**config.mk**
```make
export PLATFORM = sky130hd
export DESIGN_NAME = bcd_to_bin_seq_flat
export DESIGN_NICKNAME = d
export VERILOG_FILES = /design/src/rtl/bcd_to_bin_seq_if.sv /design/src/rtl/bcd_to_bin_seq.sv /design/src/flat_wrapper.sv
export SDC_FILE = /design/constraint.sdc
export NUM_CORES = 1
export LEC_CHECK = 0
export CORE_ASPECT_RATIO = 1.75
export CORE_MARGIN = 2
export CORE_UTILIZATION = 57
export DETAILED_ROUTE_END_ITERATION = 10
export GPL_TIMING_DRIVEN = 0
export PLACE_DENSITY_LB_ADDON = 0.08
export SLEW_MARGIN = 20
export SYNTH_ARGS = -nofsm -noshare
export SYNTH_HDL_FRONTEND = slang
export SYNTH_SLANG_ARGS = --single-unit
export TNS_END_PERCENT = 30
```
**constraint.sdc**
```tcl
create_clock -name clk -period 3.5 [get_ports clk]
set_input_delay 0.35 -clock clk [delete_from_list [all_inputs] [get_ports clk]]
set_output_delay 0.35 -clock clk [all_outputs]
set_load 0.03 [all_outputs]
```
**src/rtl/bcd_to_bin_seq_if.sv**
```systemverilog
// rtl/bcd_to_bin_seq_if.sv - start/busy/done handshake bundle for the BCD-to-binary converter
interface bcd_to_bin_seq_if #(
    parameter int DIGITS = 4
) ();
    logic                  start;
    logic [4*DIGITS-1:0]   bcd_in;
    logic                  busy;
    logic                  done;
    logic [4*DIGITS-1:0]   bin_out;
    logic                  err;

    modport master (
        output start,
        output bcd_in,
        input  busy,
        input  done,
        input  bin_out,
        input  err
    );

    modport slave (
        input  start,
        input  bcd_in,
        output busy,
        output done,
        output bin_out,
        output err
    );
endinterface

```
**src/rtl/bcd_to_bin_seq.sv**
```systemverilog
// rtl/bcd_to_bin_seq.sv - sequential packed-BCD to binary converter (reverse double dabble), optional BCD_ERR_CHECK_EN
module bcd_to_bin_seq #(
    parameter int DIGITS = 4
) (
    input  logic            clk,
    input  logic            rst,
    bcd_to_bin_seq_if.slave bus
);
    localparam int W  = 4 * DIGITS;
    localparam int CW = $clog2(W) + 1;

    typedef enum logic [1:0] {
        IDLE,
        SHIFT,
        DONE
    } state_t;

    state_t          state;
    state_t          state_next;
    logic [W-1:0]    bcd_r;
    logic [W-1:0]    bin_r;
    logic [W-1:0]    bcd_sh;
    logic [W-1:0]    bin_sh;
    logic [W-1:0]    bin_out_r;
    logic [CW-1:0]   count;
    logic            err_r;
    logic            last_shift;
    logic            bad_digit;

    // One right shift of {bcd_r, bin_r}, then -3 on every digit whose MSB is now set.
    always_comb begin
        bin_sh = {bcd_r[0], bin_r[W-1:1]};
        bcd_sh = {1'b0, bcd_r[W-1:1]};
        for (int k = 0; k < DIGITS; k++) begin
            if (bcd_sh[4*k+3]) begin
                bcd_sh[4*k +: 4] = bcd_sh[4*k +: 4] - 4'd3;
            end
        end
    end

    assign last_shift = (count == CW'(W - 1));

`ifdef BCD_ERR_CHECK_EN
    always_comb begin
        bad_digit = 1'b0;
        for (int k = 0; k < DIGITS; k++) begin
            if (bus.bcd_in[4*k +: 4] > 4'd9) begin
                bad_digit = 1'b1;
            end
        end
    end
`else
    assign bad_digit = 1'b0;
`endif

    always_comb begin
        state_next = state;
        case (state)
            IDLE:    if (bus.start) state_next = bad_digit ? DONE : SHIFT;
            SHIFT:   if (last_shift) state_next = DONE;
            DONE:    state_next = IDLE;
            default: state_next = IDLE;
        endcase
    end

    always_ff @(posedge clk or posedge rst) begin
        if (rst) begin
            state     <= IDLE;
            bcd_r     <= '0;
            bin_r     <= '0;
            count     <= '0;
            bin_out_r <= '0;
            err_r     <= 1'b0;
        end else begin
            state <= state_next;
            case (state)
                IDLE: begin
                    if (bus.start) begin
                        bcd_r <= bus.bcd_in;
                        bin_r <= '0;
                        count <= '0;
                        if (bad_digit) begin
                            bin_out_r <= '0;
                            err_r     <= 1'b1;
                        end
                    end
                end
                SHIFT: begin
                    bcd_r <= bcd_sh;
                    bin_r <= bin_sh;
                    count <= count + CW'(1);
                    if (last_shift) begin
                        bin_out_r <= bin_sh;
                        err_r     <= 1'b0;
                    end
                end
                default: begin
                end
            endcase
        end
    end

    assign bus.busy    = (state == SHIFT);
    assign bus.done    = (state == DONE);
    assign bus.bin_out = bin_out_r;
    assign bus.err     = err_r;
endmodule

```
**src/flat_wrapper.sv**
```systemverilog
// flat-port wrapper written by rule: the top's interface ports become plain ports
module bcd_to_bin_seq_flat 
#(
    parameter int DIGITS = 4
)
  (clk, rst, bus_start, bus_bcd_in, bus_busy, bus_done, bus_bin_out, bus_err);
  bcd_to_bin_seq_if #(.DIGITS(DIGITS)) bus_i ();
  input  logic clk;
  input  logic rst;
  input wire logic [$bits(bus_i.start)-1:0] bus_start;
  input wire logic [$bits(bus_i.bcd_in)-1:0] bus_bcd_in;
  output wire logic [$bits(bus_i.busy)-1:0] bus_busy;
  output wire logic [$bits(bus_i.done)-1:0] bus_done;
  output wire logic [$bits(bus_i.bin_out)-1:0] bus_bin_out;
  output wire logic [$bits(bus_i.err)-1:0] bus_err;
  assign bus_i.start = bus_start;
  assign bus_i.bcd_in = bus_bcd_in;
  assign bus_busy = bus_i.busy;
  assign bus_done = bus_i.done;
  assign bus_bin_out = bus_i.bin_out;
  assign bus_err = bus_i.err;
  bcd_to_bin_seq #(.DIGITS(DIGITS)) u_core (.clk(clk), .rst(rst), .bus(bus_i));
endmodule
```
Yosys cells after proc, flatten, opt, wreduce, memory -nomap -nowiden:

Index checks and enable logic that the tools add are counted.

* register bits: 55
* latch bits: 0
* RAM bits: 0
* ROM bits: 0
* input bits: 19
* output and inout port bits: 19
* word-level logic and storage cells: 31
* memories: 0

* add/subtract/negate cells: 4
* $mul: 0
* div/mod/pow operators: 0
* order comparisons: 0
* eq/ne operators: 5
* shifts and indexed selects: 0
* mux-type cells: 12
* bitwise logic cells: 0
* reductions and logical operators: 5

Operators with widths (count)
* 16-bit case mux with 2 select lines: 2
* 16-bit 2-to-1 mux: 2
* 4-bit 2-to-1 mux: 3
* 4-bit by 2-bit subtractor with 4-bit output (second input constant): 3
* 5-bit case mux with 2 select lines: 1
* 2-bit AND reduction: 3
* 5-bit by 1-bit adder with 5-bit output (second input constant): 1
* 5-bit by 4-bit == test with 1-bit output (second input constant): 1
* 5-bit 2-to-1 mux: 1
* 2-bit 2-to-1 mux: 2
* 2-bit case mux with 2 select lines: 1
* 2-bit by 1-bit == test with 1-bit output (second input constant): 1
* 2-bit == test (second input constant): 1
* 2-bit logical NOT: 1
* 2-bit by 1-bit inequality test with 1-bit output (second input constant): 1
* 2-bit inequality test (second input constant): 1
* 2-bit nonzero test: 1

Logic depth before layout (Yosys ltp):

* depth after elaboration: 3
* depth in mapped cells: 7
* gate-level depth less buffers: 6

Worst setup path after synthesis:

No wires, ideal clock.

* path type: reg-to-reg
* start point: reg u_core.count[0]
* end point: reg u_core.bin_out_r[0] (netlist: u_core.bus.bin_out[0])
* setup time: 125 ps
* arrival: 1544 ps
* setup slack: 1831 ps
* cell stages (with the launch flop): 7
* period minus slack after synthesis: 1669 ps
* cells stage by stage: dfrtp_1 -> ha_1 -> and3_1 -> ha_1 -> nand2_4 -> buf_8 -> mux2_4

* word-level cells in the longest chain between the ends: 2

RTL lines
* start, declared: line bcd_to_bin_seq.sv:25 `logic [CW-1:0] count;`
* start signal, assigned: line bcd_to_bin_seq.sv:91 `count <= count + CW'(1);`
* 5-bit by 4-bit == test with 1-bit output: line bcd_to_bin_seq.sv:41 `assign last_shift = (count == CW'(W - 1));`
* 2-bit AND reduction (no line)
* end signal, assigned: line bcd_to_bin_seq.sv:93 `bin_out_r <= bin_sh;`
* end, declared: line bcd_to_bin_seq.sv:24 `logic [W-1:0] bin_out_r;`

Every way passes these cells.
A chain may end at the register's enable or synchronous reset.

Final worst setup path:

* start point: reg u_core.state[1]
* end point: out bus_busy

* word-level cells in the longest chain between the ends: 1

RTL lines
* start, declared: line bcd_to_bin_seq.sv:18 `state_t state;`
* start signal, assigned: line bcd_to_bin_seq.sv:75 `state <= state_next;`
* 2-bit by 1-bit == test with 1-bit output: line bcd_to_bin_seq.sv:103 `assign bus.busy = (state == SHIFT);`
* end, declared: line flat_wrapper.sv:12 `output wire logic [$bits(bus_i.busy)-1:0] bus_busy;`

Every way passes these cells.

==> out/summary.txt <==
Maxcap violations: 0
Die X: 54.0 um
CTS tree: done
Via/cell ratio: 5.64
Met1 wire length: 2230 um
Maximum clock path buffer count: 2
Synth Area in XOR/XNOR: 0.0211
VDD IR max: 612 uV
Mapped Cells: 207
Clock Pin Slew Worst Setup and Hold Paths: 0.11 ns
Pwr per Cell Area: 892 nW/um^2
Main combinational cell family by area after synthesis: compound AO/OA/AOI/OAI gates
Starting Density: 0.600
Layout cells sized above 1: 0.159
Synth area leader: dfrtp_1
CTS Buf Count: 5
GR Overflow Total: 0
Hold WC Path Type: primary input to async pin
Drt pass-1 iters: 4
Drt wl/cell: 16.5 um
Synth top area share: 0.543
Post-route cell area: 3050 um^2
DR top layer: met4
RR Startpoint: u_core.count[0]$_DFFE_PP0P_
Pleak: 1.44 nW
Fin Clk Skew: 0.0144 ns
R2r setup slk: 1.67 ns
#FFs+latches synth: 54
Max-slew violation count: 0
Outcome: finished clean
DR iter-0 viols: 27
Final hold violation count: 0
Critical Path, Cell by Cell: nand2b_4 > buf_6 > inv_6 > buf_2 > clkdlybuf4s50_1
Max Clk Rate: 410 MHz
Max incr delay on CP: 0.71 ns
Initial antenna violation count: 0
Die ar.: 4930 um^2
Post-synthesis mux area share: 0.118
Met2 WL post-DR: 2500 um
Register area share after synthesis: 0.543
WP data required: 3.15 ns
DIE HEIGHT: 91.4 um
Crit share post-route: 0.697
FILL cells: 286
Clock sinks: 54
IO Pins: 38
CTS Hold Buffers Added: 0
Simple-gate share of the synthesized area: 0.0940
Worst path slowest cell: clkdlybuf4s50_1
CP max FO: 10
Post-CTS setup buffer count: 0
Post-CTS Resized: 0
Distinct cells, synth: 34
Number of remaining DRC errors: 0
Clock Latency Late Sink: 0.32 ns
Root Buffer: clkbuf_8
Crit-path leading delay family: buffers and inverters
DP Area: 2930 um^2
Vias in the first global route: 1699
Yosys warns: 0
I/O Buffers: 36
Number of H-tree levels: 2
Drt total wl: 4980 um
HPWL Detailed: 3370 um
Layout area overhead: 22.3%
Crit. End Element: output pin
Row count: 31
Post-route ant nets: 0
Synth area leaders: dfrtp_1, a22o_1, mux2_4, nor2b_1, mux2i_1
CP Buf/Inv Count: 4
Min Tclk post-route: 2.44 ns
DR WL met3: 177 um
Vias: 1697
Synth Cell Area: 2490 um^2
Nets: 275
First-pass GRT wire length: 8310 um
Critical Path Source Type: flop
Post-synthesis adder-cell area fraction: 0.0251
Largest net degree at the start of global routing: 36
Critical path class: flop to output pin
Gp weighted congestion: 0.730
CP Launch Point: u_core.state[1]$_DFFE_PP0P_
RSZ-0062 raised after global routing: false
Worst EP arrival: 2.09 ns
GRT Util Overall: 0.230
Core area: 4150 um^2
Mean Syn Cell Area: 12.0 um^2
Antenna cell count: 0
Synth Net Count: 231
Setup tns final: 0 ns
Compound-Gate Fraction of Synth Area: 0.152
# setup viols final: 0
[sequential cells by signal, summed over array words and instances, names as in the netlist]
name                cells
u_core.bus.bin_out     16
u_core.state            2
u_core.bin_r           15
u_core.bcd_r           16
u_core.count            5
[layout by cell type, fill, tap and decap left out]
cell type        count
a211oi_1             3
a21oi_1             10
a22o_1              16
a22oi_1              4
a31oi_1              1
and2_1               1
and3_1               1
buf_12               1
buf_2                5
buf_4                3
buf_6                1
buf_8                1
bufinv_16            1
clkbuf_1             4
clkbuf_8             5
clkdlybuf4s50_1     36
clkinvlp_4           2
conb_1               1
dfrtp_1             54
ha_1                 5
inv_1                3
inv_2                1
inv_6                1
mux2_2               7
mux2_4               9
mux2i_1              8
nand2_1             14
nand2_4              1
nand2b_4             1
nand3_1              1
nor2_1               8
nor2b_1             15
nor3b_1              2
o211ai_1             1
o21ai_0             11
o21bai_2             1
o22a_1               3
o31ai_1              4
xnor2_1              3
xor2_1               3
[logic make-up (layout without fill, tap and decap cells)]
group | Yosys count | in the layout
buffers and inverters | 19 | 64
AND/OR/NAND/NOR | 44 | 44
multiplexers | 24 | 24
XOR/XNOR | 6 | 6
adder cells (fa/ha/maj) | 5 | 5
other | 1 | 1
AO/OA/AOI/OAI | 54 | 54
flip-flops | 54 | 54
[cell type report]
type | count | area [um^2] | share of cell area
Inverter | 5 | 23.8 | 0.00781
Timing Repair Buffer | 37 | 380 | 0.125
Buffer | 14 | 88.8 | 0.0292
Clock inverter | 3 | 45.0 | 0.0148
Clock buffer | 5 | 68.8 | 0.0226
Sequential cell | 54 | 1350 | 0.444
Multi-Input combinational cell | 134 | 1030 | 0.337
Tap cell | 49 | 61.3 | 0.0201
[synth_stat cells]
cell       n
dfrtp_1   54
a22o_1    16
nor2b_1   15
nand2_1   14
o21ai_0   11
a21oi_1   10
mux2_4     9
mux2i_1    8
nor2_1     8
mux2_2     7
buf_2      5
ha_1       5
a22oi_1    4
clkbuf_1   4
inv_1      4
o31ai_1    4
a211oi_1   3
buf_4      3
o22a_1     3
xnor2_1    3
xor2_1     3
nor3b_1    2
a31oi_1    1
and2_1     1
and3_1     1
buf_6      1
buf_8      1
conb_1     1
inv_6      1
nand2_4    1
nand2b_4   1
nand3_1    1
o211ai_1   1
o21bai_2   1
[through the flow]
stage               cells  utilization  hold WS (ns)  setup slack (ns)  power, mW
global placement      292        0.702         0.466             0.869       2.25
finish                301        0.734         0.343              1.06       2.72
global route          301        0.734         0.381             0.972       2.88
CTS                   301        0.734         0.361              1.06       2.73
detailed placement    293        0.706         0.472              1.42       2.29
floorplan             207            -         0.450              1.83       1.92
[report_power, final]
part / switching [mW] / total (mW) / internal [mW] / leakage [nW]
registers: 0.212 / 1.10 / 0.885 / 0.695
logic: 0.589 / 1.19 / 0.601 / 0.690
clock network: 0.216 / 0.429 / 0.213 / 0.0504
[worst paths after layout]
check	end	depth (start not counted)
min in group clk	u_core.count[4]$_DFFE_PP0P_	2
worst min register to register	u_core.count[4]$_DFFE_PP0P_	2
max in group asynchronous	u_core.bus.bin_out[8]$_DFFE_PP0P_	3
worst max-delay path	bus_busy	5
worst max register to register	u_core.bus.bin_out[8]$_DFFE_PP0P_	6
worst min-delay path	u_core.bus.bin_out[1]$_DFFE_PP0P_	2
[per-layer routing]
metal	vias up	GRT usage
li1	812	-
met3	7	0.0444
met1	848	0.326
met5	-	0
met4	0	0.0705
met2	30	0.351
Power figures use the tool's default switching activity.
